[config.mk]
export PLATFORM = sky130hd
export DESIGN_NAME = startup_edge_sequencer
export DESIGN_NICKNAME = d
export VERILOG_FILES = /design/src/rtl/startup_edge_sequencer_pkg.sv /design/src/rtl/startup_edge_sequencer_sync_ladder.sv /design/src/rtl/startup_edge_sequencer.sv
export SDC_FILE = /design/constraint.sdc
export NUM_CORES = 1
export LEC_CHECK = 0
export CORE_ASPECT_RATIO = 1.4
export CORE_MARGIN = 2
export CORE_UTILIZATION = 56
export CTS_CLUSTER_SIZE = 10
export DETAILED_ROUTE_END_ITERATION = 6
export PLACE_DENSITY_LB_ADDON = 0.08
export SETUP_SLACK_MARGIN = 0.05
export SYNTH_ARGS = -nofsm -noshare
export SYNTH_HDL_FRONTEND = slang
export SYNTH_SLANG_ARGS = --single-unit
[constraint.sdc]
create_clock -name clk -period 2.68 [get_ports clk]
set_input_delay 0.536 -clock clk [delete_from_list [all_inputs] [get_ports clk]]
set_output_delay 0.536 -clock clk [all_outputs]
set_load 0.005 [all_outputs]
[src/rtl/startup_edge_sequencer_pkg.sv]
// Shared types and default parameters for startup_edge_sequencer.
// Optional feature macro: STARTUP_SEQ_RESTART_EN (see top-level file).
package startup_edge_sequencer_pkg;

  localparam int unsigned DEF_CHANNELS    = 4;
  localparam int unsigned DEF_CNT_W       = 8;
  localparam int unsigned DEF_SYNC_STAGES = 2;

  typedef enum logic [1:0] {
    ST_IDLE  = 2'd0,
    ST_COUNT = 2'd1,
    ST_DONE  = 2'd2
  } seq_state_t;

endpackage

[src/rtl/startup_edge_sequencer_sync_ladder.sv]
// Flop-chain synchroniser with all taps exported; taps[0] is the output stage,
// taps[STAGES-1] is the first stage fed directly by din.
module sync_ladder #(
  parameter int unsigned STAGES = 2
) (
  input  logic              clk,
  input  logic              rst_n,
  input  logic              din,
  output logic [STAGES-1:0] taps
);

  always_ff @(posedge clk or negedge rst_n) begin
    if (!rst_n) begin
      taps <= '0;
    end else begin
      taps[STAGES-1] <= din;
      for (int unsigned i = 0; i + 1 < STAGES; i++) begin
        taps[i] <= taps[i+1];
      end
    end
  end

endmodule

[src/rtl/startup_edge_sequencer.sv]
// Multi-channel startup edge generator: synchronised enable, per-channel release
// delays, sticky levels and one-cycle pulses. Macro STARTUP_SEQ_RESTART_EN enables re-arm from DONE.
module startup_edge_sequencer
  import startup_edge_sequencer_pkg::*;
#(
  parameter int unsigned CHANNELS    = DEF_CHANNELS,
  parameter int unsigned CNT_W       = DEF_CNT_W,
  parameter int unsigned SYNC_STAGES = DEF_SYNC_STAGES
) (
  input  logic                      clk,
  input  logic                      rst_n,
  input  logic                      enable,
  input  logic                      restart,
  input  logic [CHANNELS*CNT_W-1:0] cfg_delay,
  output logic [CHANNELS-1:0]       level,
  output logic [CHANNELS-1:0]       pulse,
  output logic                      busy,
  output logic                      done,
  output logic [SYNC_STAGES-1:0]    sync_taps
);

  seq_state_t          state;
  logic [CNT_W-1:0]    counter;
  logic [CNT_W-1:0]    dly [CHANNELS];
  logic [CHANNELS-1:0] hit;
  logic                en_s;
  logic                restart_go;

  sync_ladder #(
    .STAGES(SYNC_STAGES)
  ) u_sync (
    .clk  (clk),
    .rst_n(rst_n),
    .din  (enable),
    .taps (sync_taps)
  );

  assign en_s = sync_taps[0];

`ifdef STARTUP_SEQ_RESTART_EN
  assign restart_go = restart;
`else
  logic unused_restart;
  assign unused_restart = restart;
  assign restart_go     = 1'b0;
`endif

  // Level doubles as the released mask, so a channel can only fire once per run.
  always_comb begin
    hit = '0;
    for (int unsigned k = 0; k < CHANNELS; k++) begin
      if (!level[k] && (dly[k] == counter)) hit[k] = 1'b1;
    end
  end

  always_ff @(posedge clk or negedge rst_n) begin
    if (!rst_n) begin
      state   <= ST_IDLE;
      counter <= '0;
      level   <= '0;
      pulse   <= '0;
      busy    <= 1'b0;
      done    <= 1'b0;
      for (int unsigned k = 0; k < CHANNELS; k++) dly[k] <= '0;
    end else begin
      case (state)
        ST_IDLE: begin
          counter <= '0;
          level   <= '0;
          pulse   <= '0;
          done    <= 1'b0;
          busy    <= 1'b0;
          if (en_s) begin
            state <= ST_COUNT;
            busy  <= 1'b1;
            for (int unsigned k = 0; k < CHANNELS; k++) dly[k] <= cfg_delay[k*CNT_W +: CNT_W];
          end
        end
        ST_COUNT: begin
          if (!en_s) begin
            state   <= ST_IDLE;
            counter <= '0;
            level   <= '0;
            pulse   <= '0;
            busy    <= 1'b0;
            done    <= 1'b0;
          end else begin
            level <= level | hit;
            pulse <= hit;
            if (counter != '1) counter <= counter + 1'b1;
            if ((level | hit) == '1) begin
              state <= ST_DONE;
              busy  <= 1'b0;
              done  <= 1'b1;
            end
          end
        end
        ST_DONE: begin
          pulse <= '0;
          if (!en_s) begin
            state   <= ST_IDLE;
            counter <= '0;
            level   <= '0;
            done    <= 1'b0;
          end else if (restart_go) begin
            state   <= ST_COUNT;
            counter <= '0;
            level   <= '0;
            busy    <= 1'b1;
            done    <= 1'b0;
            for (int unsigned k = 0; k < CHANNELS; k++) dly[k] <= cfg_delay[k*CNT_W +: CNT_W];
          end
        end
        default: begin
          state   <= ST_IDLE;
          counter <= '0;
          level   <= '0;
          pulse   <= '0;
          busy    <= 1'b0;
          done    <= 1'b0;
        end
      endcase
    end
  end

endmodule

==> results of run 1 <==
==> stage by stage <==
step	total power, mW	worst slack, ns	hold slack, ns
final	1.792	0.6436	0.2470
after detailed placement	1.394	0.6621	0.3623
after global placement	1.375	0.6752	0.3576
after floorplan	1.254	0.9104	0.2404
after CTS	1.814	0.6445	0.2670
after global routing	1.903	0.5522	0.2786
==> report_power, final <==
| group | switching [mW] | internal, mW |
|---|---|---|
| clock | 0.245 | 0.176 |
| sequential | 0.0893 | 0.932 |
| combinational | 0.156 | 0.194 |
| total | 0.489 | 1.30 |
==> state kept, by name, summed over array words and instances (netlist names) <==
| register | count |
|---|---|
| level | 4 |
| busy | 1 |
| dly | 32 |
| pulse | 4 |
| state | 2 |
| u_sync.taps | 2 |
| done | 1 |
| counter | 8 |
==> placed cells by master (no fill, tap or decap), types with 2 or more instances in the layout <==
cell type        instances
a21oi_1                  4
a41oi_1                  4
and2_1                   2
and3_1                   2
buf_4                    4
clkbuf_8                 5
clkdlybuf4s50_1         45
clkinv_2                 2
dfrtp_1                 54
mux2_1                  29
mux2_2                   3
nand2_1                  7
nand3_1                  5
nand4_1                  7
nor2_1                  20
nor2_2                   4
nor3_1                   4
o21a_1                   3
o21ai_0                  2
o21ai_1                  4
xor2_1                  37
==> metal layers <==
layer / routed length, microns / vias up / global-route usage
li1: - / 838 / -
met1: 2068 / 839 / 0.2778
met2: 2594 / 45 / 0.3665
met3: 205 / 9 / 0.04160
met4: 98 / 0 / 0.07350
met5: 0 / - / 0
==> cell families after synthesis <==
| group | after synthesis |
|---|---|
| simple gates | 58 |
| flops | 54 |
| xor+xnor | 37 |
| mux | 32 |
| compound gates | 21 |
| buf+inv | 15 |
| fa+ha+maj | 1 |
==> worst max-delay path by stage <==
stage                 to       start  slack (ns)
floorplan           busy  counter[0]        0.91
global placement    busy  counter[6]        0.68
detailed placement  busy  counter[7]        0.66
CTS                 busy  counter[7]        0.64
global route        busy  counter[3]        0.55
finish              busy  counter[7]        0.64
==> cell type report <==
| cell class | instances | area [sq um] | share of cell area |
|---|---|---|---|
| clock buffers | 5 | 68.82 | 0.02196 |
| clock inverters | 2 | 10.01 | 0.003195 |
| inverters | 1 | 3.754 | 0.001198 |
| multi-input cells | 149 | 1136 | 0.3626 |
| flip-flops and latches | 54 | 1351 | 0.4313 |
| well taps | 62 | 77.57 | 0.02476 |
| repair buffers | 50 | 485.5 | 0.1550 |
==> flow_metrics.env, run 1 <==
export IMPL_status="completed"
export IMPL_r2r_end="busy"
export IMPL_cts_tree="done"
export IMPL_final_core_util=0.6963
export IMPL_synth_edf_count=0
export IMPL_drc=0
export IMPL_cts_buffers=5
export IMPL_synth_compound_area_frac=0.05421
export IMPL_crit_chain="xor2_1, nor2_2, a41oi_1, or4_4, a31o_1"
export IMPL_ys_seq_area_frac=0.5227
export IMPL_synth_xor_area_frac=0.1254
export IMPL_yosysWarnings=0
export IMPL_vias_per_cell=5.359
export IMPL_ys_flop_type="dfrtp_1"
export IMPL_cts_repair_resized=0
export IMPL_peakVddDrop_uv=316.3
export IMPL_grt_ovfl_total=0
export IMPL_avgSynthCellArea_sq_um=11.86
export IMPL_drive_gt1_frac=0.08046
export IMPL_path_delay_family="simple AND/OR/NAND/NOR gates"
export IMPL_cp_start_kind="flop"
export IMPL_n_antenna_cell=0
export IMPL_path_class="reg2reg"
export IMPL_cts_setup_buffers=0
export IMPL_post_dp_hpwl_microns=3698
export IMPL_htreeDepth=2
export IMPL_clock_latency_ns=0.30
export IMPL_rows=29
export IMPL_grt_start_max_net_pins=31
export IMPL_slew_headroom=0.5676
export IMPL_port_buffers=46
export IMPL_crit_buf_inv=0
export IMPL_required_ns=2.88
export IMPL_power_leakage_nw=1.394
export IMPL_syn_area_sq_mm=0.002585
export IMPL_fin_crit_sh=0.7599
export IMPL_power_density_mw_per_mm2=571.9
export IMPL_worst_pin_slew_ns=0.6486
export IMPL_fin_tns_setup_ns=0
export IMPL_synthAdderAreaFrac=0.004840
export IMPL_syn_nets=255
export IMPL_setup_violations_final=0
export IMPL_via_count=1731
export IMPL_grt_pass1_wl_microns=8114
export IMPL_dp_cells=316
export IMPL_die_area_sq_mm=0.005183
export IMPL_clock_sinks=54
export IMPL_cts_hold_buf=0
export IMPL_ys_types=33
export IMPL_io_pins=48
export IMPL_antenna_found_initial=0
export IMPL_ys_ff_latch=54
export IMPL_synth_simple_area_share=0.1147
export IMPL_synth_top_family_by_area="multiplexers"
export IMPL_rsz0062_at_grt="false"
export IMPL_ant_nets=0
export IMPL_dieHeight_microns=84.39
export IMPL_layout_nets=298
export IMPL_skew_ns=0.008272
export IMPL_r2r_start="counter[7]"
export IMPL_yosys_mux_area_fraction=0.1394
export IMPL_drtPass1Iterations=4
export IMPL_grt_pass1_vias=1716
export IMPL_layout_min_cycle_time_ns=2.036
export IMPL_final_cell_area_sq_mm=0.003133
export IMPL_final_max_slew_viol_count=0
export IMPL_place_gp_congestion=0.7809
export IMPL_endpoint_kind="flop"
export IMPL_synth_top_area_share=0.5227
export IMPL_cpMaxStageDelayCell="or4_4"
export IMPL_wl_per_cell_microns=15.37
export IMPL_drtIter0Drc=59
export IMPL_start_util=0.5745
export IMPL_clock_path_buffers=2
export IMPL_rrSetupSlack_ns=0.64
export IMPL_num_fill_cells=379
export IMPL_netlist_top_cell_by_area="dfrtp_1"
export IMPL_synthCells=218
export IMPL_die_w_microns=61.42
export IMPL_hold_viol_final=0
export IMPL_crit_fanout=8
export IMPL_clkTransAtPathRegs_ns=0.09
export IMPL_areaGrowthSynthToFinish_pct=21.20
export IMPL_coreArea_sq_mm=0.004499
export IMPL_path_depth=5
export IMPL_placedInstanceArea_sq_mm=0.003054
export IMPL_synth_async_reset_ratio=1.000
export IMPL_ys_top_cells_by_count="54 x dfrtp_1, 37 x xor2_1, 29 x mux2_1"
export IMPL_maxCapViolations=0
export IMPL_fmax_ghz=0.4911
export IMPL_worst_r2r_path_depth=5
export IMPL_arrival_ns=2.23
export IMPL_grt_use_total=0.2190
export IMPL_synthTopCellsByArea="dfrtp_1 52%, mux2_1 13%, xor2_1 13%"
export IMPL_clock_root_buffer="clkbuf_8"
export IMPL_instances_no_fill=323
export IMPL_synth_most_common_cell="dfrtp_1"
export IMPL_max_stage_delay_ns=0.60
export IMPL_wl_microns=4966
export IMPL_hp_class="in2async"
Note: power is estimated with default switching activity, not from simulation.
==> inputs of run 2 (changes only) <==
Settings changed: CORE_UTILIZATION 56 to 47.
Clock period 2.68 ns to 1.74 ns, I/O delays scaled along.
==> run 2 against run 1 <==
Net effect:
- the flow now finishes with violations (setup timing)
- setup slack worse by 0.76 ns
- wire length increased by 6.1%
- hold slack got worse by 0.22 ns
- core utilization down 6.9 points
- combinational power is 71% higher
==> flow_metrics.env, run 2 (synthesis gave the netlist of run 1 again) <==
export IMPL_status="finished, violations left"
export IMPL_violations="setup timing"
export IMPL_hp_class="in2async"
export IMPL_fin_crit_sh=1.066
export IMPL_start_util=0.4937
export IMPL_drc=0
export IMPL_grt_start_max_net_pins=55
export IMPL_required_ns=1.95
export IMPL_endpoint_kind="flop"
export IMPL_fmax_ghz=0.5392
export IMPL_antenna_found_initial=0
export IMPL_clock_latency_ns=0.31
export IMPL_top_regs="dly x32, counter x8"
export IMPL_final_max_slew_viol_count=0
export IMPL_cts_tree="done"
export IMPL_clock_root_buffer="clkbuf_8"
export IMPL_io_pins=48
export IMPL_wl_microns=5270
export IMPL_drtPass1Iterations=4
export IMPL_clkTransAtPathRegs_ns=0.10
export IMPL_maxCapViolations=0
export IMPL_num_fill_cells=453
export IMPL_fin_tns_setup_ns=-0.2961
export IMPL_clock_sinks=54
export IMPL_hold_viol_final=0
export IMPL_drive_gt1_frac=0.1697
export IMPL_wl_per_cell_microns=15.64
export IMPL_peakVddDrop_uv=605.8
export IMPL_areaGrowthSynthToFinish_pct=27.15
export IMPL_setup_violations_final=4
export IMPL_slew_headroom=0.7091
export IMPL_cts_buffers=5
export IMPL_power_density_mw_per_mm2=862.2
export IMPL_place_gp_congestion=0.8679
export IMPL_dp_slack_ns=-0.2017
export IMPL_dieHeight_microns=91.75
export IMPL_setup_slack_ns=-0.1144
export IMPL_post_dp_hpwl_microns=3657
export IMPL_drtIter0Drc=109
export IMPL_arrival_ns=2.06
export IMPL_die_w_microns=66.68
export IMPL_layout_min_cycle_time_ns=1.854
export IMPL_ant_nets=0
export IMPL_clock_path_buffers=2
export IMPL_via_count=1787
export IMPL_crit_fanout=6
export IMPL_layout_common_cells="45 x dfrtp_1, 45 x clkdlybuf4s50_1, 37 x xor2_1, 29 x mux2_1, 18 x nor2_1"
export IMPL_rows=31
export IMPL_power_mw=2.834
export IMPL_port_buffers=46
export IMPL_n_antenna_cell=0
export IMPL_cts_hold_buf=0
export IMPL_path_class="reg2reg"
export IMPL_worst_pin_slew_ns=0.4353
export IMPL_grt_pass1_wl_microns=8680
export IMPL_skew_ns=0.01172
export IMPL_coreArea_sq_mm=0.005236
export IMPL_cp_start_kind="flop"
export IMPL_vias_per_cell=5.303
export IMPL_grt_use_total=0.1912
export IMPL_largest_reg_flops=32
export IMPL_power_leakage_nw=1.432
export IMPL_rsz0062_at_grt="true"
export IMPL_grt_pass1_vias=1833
export IMPL_grt_ovfl_total=0
export IMPL_die_area_sq_mm=0.006118
export IMPL_hold_ws_ns=0.02293
export IMPL_regMostFlops="dly"
export IMPL_htreeDepth=2
export IMPL_layout_nets=308
[run 2: cell types whose count changed in the layout (fill, tap and decap cells not counted), sizes merged]
cell    delta
clkbuf     +2
buf       +10
clkinv     -2
[run 2: cell type report]
class                      count  area [sq um]  share of cell area
clock buffer                   7         76.32             0.02322
tap                           66         82.58             0.02512
multi-input combinational    149          1176              0.3578
inverter                       1         3.754            0.001142
timing repair buffer          60         585.6              0.1782
sequential                    54          1363              0.4145
[run 2: through the flow]
stage          area [sq um]    util  std cells
6_report               3287  0.6277        337
3_3_place_gp           3129  0.5976        326
4_1_cts                3293  0.6289        340
5_1_grt                3287  0.6277        337
3_5_place_dp           3129  0.5976        326
2_1_floorplan          2605       -        218
[run 2: where the power goes]
| part | total, mW | leakage (nW) | internal, mW | switching, mW |
|---|---|---|---|---|
| clock | 0.662 | 0.0383 | 0.278 | 0.384 |
| combinational | 0.600 | 0.737 | 0.338 | 0.261 |
| sequential | 1.57 | 0.657 | 1.44 | 0.135 |
[run 2: path summary, 6_finish.rpt]
kind / startpoint / end / slack [ns] / cells past startpoint
setup / recovery: counter[5] / busy / -0.11 / 5
hold / removal: rst_n / dly[31] / 0.02 / 2
setup reg to reg: counter[5] / busy / -0.11 / 5
hold reg to reg: u_sync.taps[1] / u_sync.taps[0] / 0.39 / 0
max in group asynchronous: rst_n / level[2] / 1.46 / 2
min in group clk: u_sync.taps[1] / u_sync.taps[0] / 0.39 / 0
[run 2: layer usage]
layer / part of all wire / up-vias / GRT usage / routed length, microns
li1: - / 851 / - / -
met1: 0.41 / 889 / 0.2281 / 2183
met2: 0.53 / 41 / 0.3317 / 2809
met3: 0.040 / 6 / 0.04785 / 210
met4: 0.013 / 0 / 0.05952 / 66
met5: 0 / - / 0 / 0
[run 2: worst max-delay path, cell delays in order (launching register included)]
cell	delay [ns]
dfrtp_2	0.50
xor2_1	0.18
nor2_1	0.16
a41oi_2	0.14
or4_4	0.58
a31o_1	0.19
[run 2: what timing repair did]
item	in CTS	in global routing
pin swaps	11	5
gates resized for setup	13	5
buffers inserted	7	1
setup endpoints to repair	9	12
==> inputs of run 3 (changes only) <==
Settings changed: CORE_UTILIZATION 47 to 41.
==> run 3 against run 2 <==
Net effect:
- the run still ends with setup timing left
- combinational power grew 5.2%
- total power grew 7.1%
- global-route usage shrank 2.4 points
- cell count grew 5.0%
- setup slack lost 0.015 ns
- hold slack gained 0.0014 ns
- via count grew 1.3%
- flip-flop and latch count is the same
- core utilization shrank 7.4 points
- clock skew shrank 0.0031 ns
- wire length grew 1.8%
- non-clock buffer count grew 10
==> flow_metrics.env, run 3 (synthesis gave the netlist of run 1 again) <==
export IMPL_status="finished, violations left"
export IMPL_violations="setup timing"
export IMPL_power_leakage_nw=1.506
export IMPL_rrSetupSlack_ns=-0.13
export IMPL_r2r_start="counter[7]"
export IMPL_hp_class="in2async"
export IMPL_final_common_cell="dfrtp_1"
export IMPL_worst_r2r_path_depth=6
export IMPL_port_buffers=46
export IMPL_areaGrowthSynthToFinish_pct=32.09
export IMPL_clock_sinks=54
export IMPL_arrival_ns=2.08
export IMPL_layout_nets=318
export IMPL_clock_root_buffer="clkbuf_8"
export IMPL_via_count=1810
export IMPL_required_ns=1.95
export IMPL_largest_reg_flops=32
export IMPL_clkTransAtPathRegs_ns=0.10
export IMPL_skew_ns=0.008613
export IMPL_fin_crit_sh=1.074
export IMPL_drc=0
export IMPL_n_antenna_cell=0
export IMPL_coreArea_sq_mm=0.006168
export IMPL_setup_violations_final=4
export IMPL_layout_common_cells="46 x dfrtp_1, 45 x clkdlybuf4s50_1, 36 x xor2_1, 29 x mux2_1, 19 x buf_4"
export IMPL_r2r_end="busy"
export IMPL_cts_buffers=5
export IMPL_regMostFlops="dly"
export IMPL_grt_pass1_wl_microns=9025
export IMPL_grt_pass1_vias=1808
export IMPL_rows=34
export IMPL_top_regs="dly x32, counter x8"
export IMPL_hold_viol_final=0
export IMPL_vias_per_cell=5.113
export IMPL_grt_start_max_net_pins=55
export IMPL_post_dp_hpwl_microns=3854
export IMPL_ant_nets=0
export IMPL_dieHeight_microns=97.95
export IMPL_grt_use_total=0.1674
export IMPL_clock_latency_ns=0.31
export IMPL_die_area_sq_mm=0.006965
export IMPL_worst_pin_slew_ns=0.2931
export IMPL_die_w_microns=71.11
export IMPL_cp_start_kind="flop"
export IMPL_drive_gt1_frac=0.2128
export IMPL_crit_fanout=5
export IMPL_grt_ovfl_total=0
export IMPL_fin_tns_setup_ns=-0.3237
export IMPL_path_class="reg2reg"
export IMPL_slew_headroom=0.8046
export IMPL_drtIter0Drc=93
export IMPL_io_pins=48
export IMPL_power_density_mw_per_mm2=888.8
export IMPL_layout_min_cycle_time_ns=1.869
export IMPL_drtPass1Iterations=4
export IMPL_setup_slack_ns=-0.1295
export IMPL_rsz0062_at_grt="true"
export IMPL_htreeDepth=2
export IMPL_antenna_found_initial=0
export IMPL_wl_microns=5363
export IMPL_start_util=0.4191
export IMPL_fmax_ghz=0.5349
export IMPL_cts_hold_buf=0
export IMPL_endpoint_kind="flop"
export IMPL_peakVddDrop_uv=478.3
export IMPL_wl_per_cell_microns=15.15
export IMPL_maxCapViolations=0
export IMPL_place_gp_congestion=0.8330
export IMPL_power_mw=3.035
export IMPL_cts_tree="done"
export IMPL_clock_path_buffers=2
export IMPL_final_max_slew_viol_count=0
[run 3: cell types whose count changed in the layout (fill, tap and decap cells not counted), moves of 2 or more]
cell	change
buf_4	+7
buf_6	+3
clkbuf_1	-2
clkinv_2	+2
[run 3: area by class of cell]
cell class / count / area [sq um]
clock buffer: 5 / 68.82
multi-input combinational: 149 / 1179
fill: 559 / 2754
sequential: 54 / 1361
tap: 72 / 90.09
inverter: 1 / 3.754
timing repair buffer: 70 / 671.9
clock inverter: 3 / 40.04
[run 3: where the power goes]
part	internal (mW)	total [mW]	switching, mW
Sequential	1.44	1.57	0.134
Clock	0.424	0.834	0.409
Combinational	0.364	0.631	0.267
[run 3: worst max path at each step]
stage          endpoint       start  slack [ns]
6_report           busy  counter[7]       -0.13
3_5_place_dp       busy  counter[5]       -0.19
5_1_grt            busy  counter[4]       -0.19
4_1_cts            busy  counter[1]       -0.14
3_3_place_gp       busy  counter[6]       -0.21
2_1_floorplan      busy  counter[1]        0.02
[run 3: routing by layer]
layer	GRT usage	up-vias	routed length, microns
met3	0.02993	4	147
met5	0	-	0
li1	-	873	-
met4	0.03919	0	51
met2	0.2962	30	2949
met1	0.2108	903	2215
[run 3: timing repair]
item | CTS | global route
buffers inserted | 6 | 4
setup endpoints to repair | 5 | 21
pin swaps | 5 | 10
resized for setup | 10 | 11
hold endpoints to repair | 0 | 0
[run 3: worst max-delay path: stages (launching register included)]
cell	delay (ns)
dfrtp_2	0.49
buf_4	0.16
xor2_1	0.15
nor2_2	0.14
a41oi_2	0.16
or4_4	0.48
a31o_1	0.19
[run 3: stage by stage]
| stage | hold WS (ns) | area, sq um | setup WS, ns | cells | util |
|---|---|---|---|---|---|
| floorplan | 0.05241 | 2605 | 0.02210 | 218 | - |
| global placement | 0.3586 | 3174 | -0.2085 | 337 | 0.5146 |
| detailed placement | 0.3673 | 3174 | -0.1945 | 337 | 0.5146 |
| CTS | 0.03320 | 3353 | -0.1367 | 351 | 0.5436 |
| global route | 0.03409 | 3415 | -0.1880 | 354 | 0.5536 |
| finish | 0.02434 | 3415 | -0.1295 | 354 | 0.5536 |
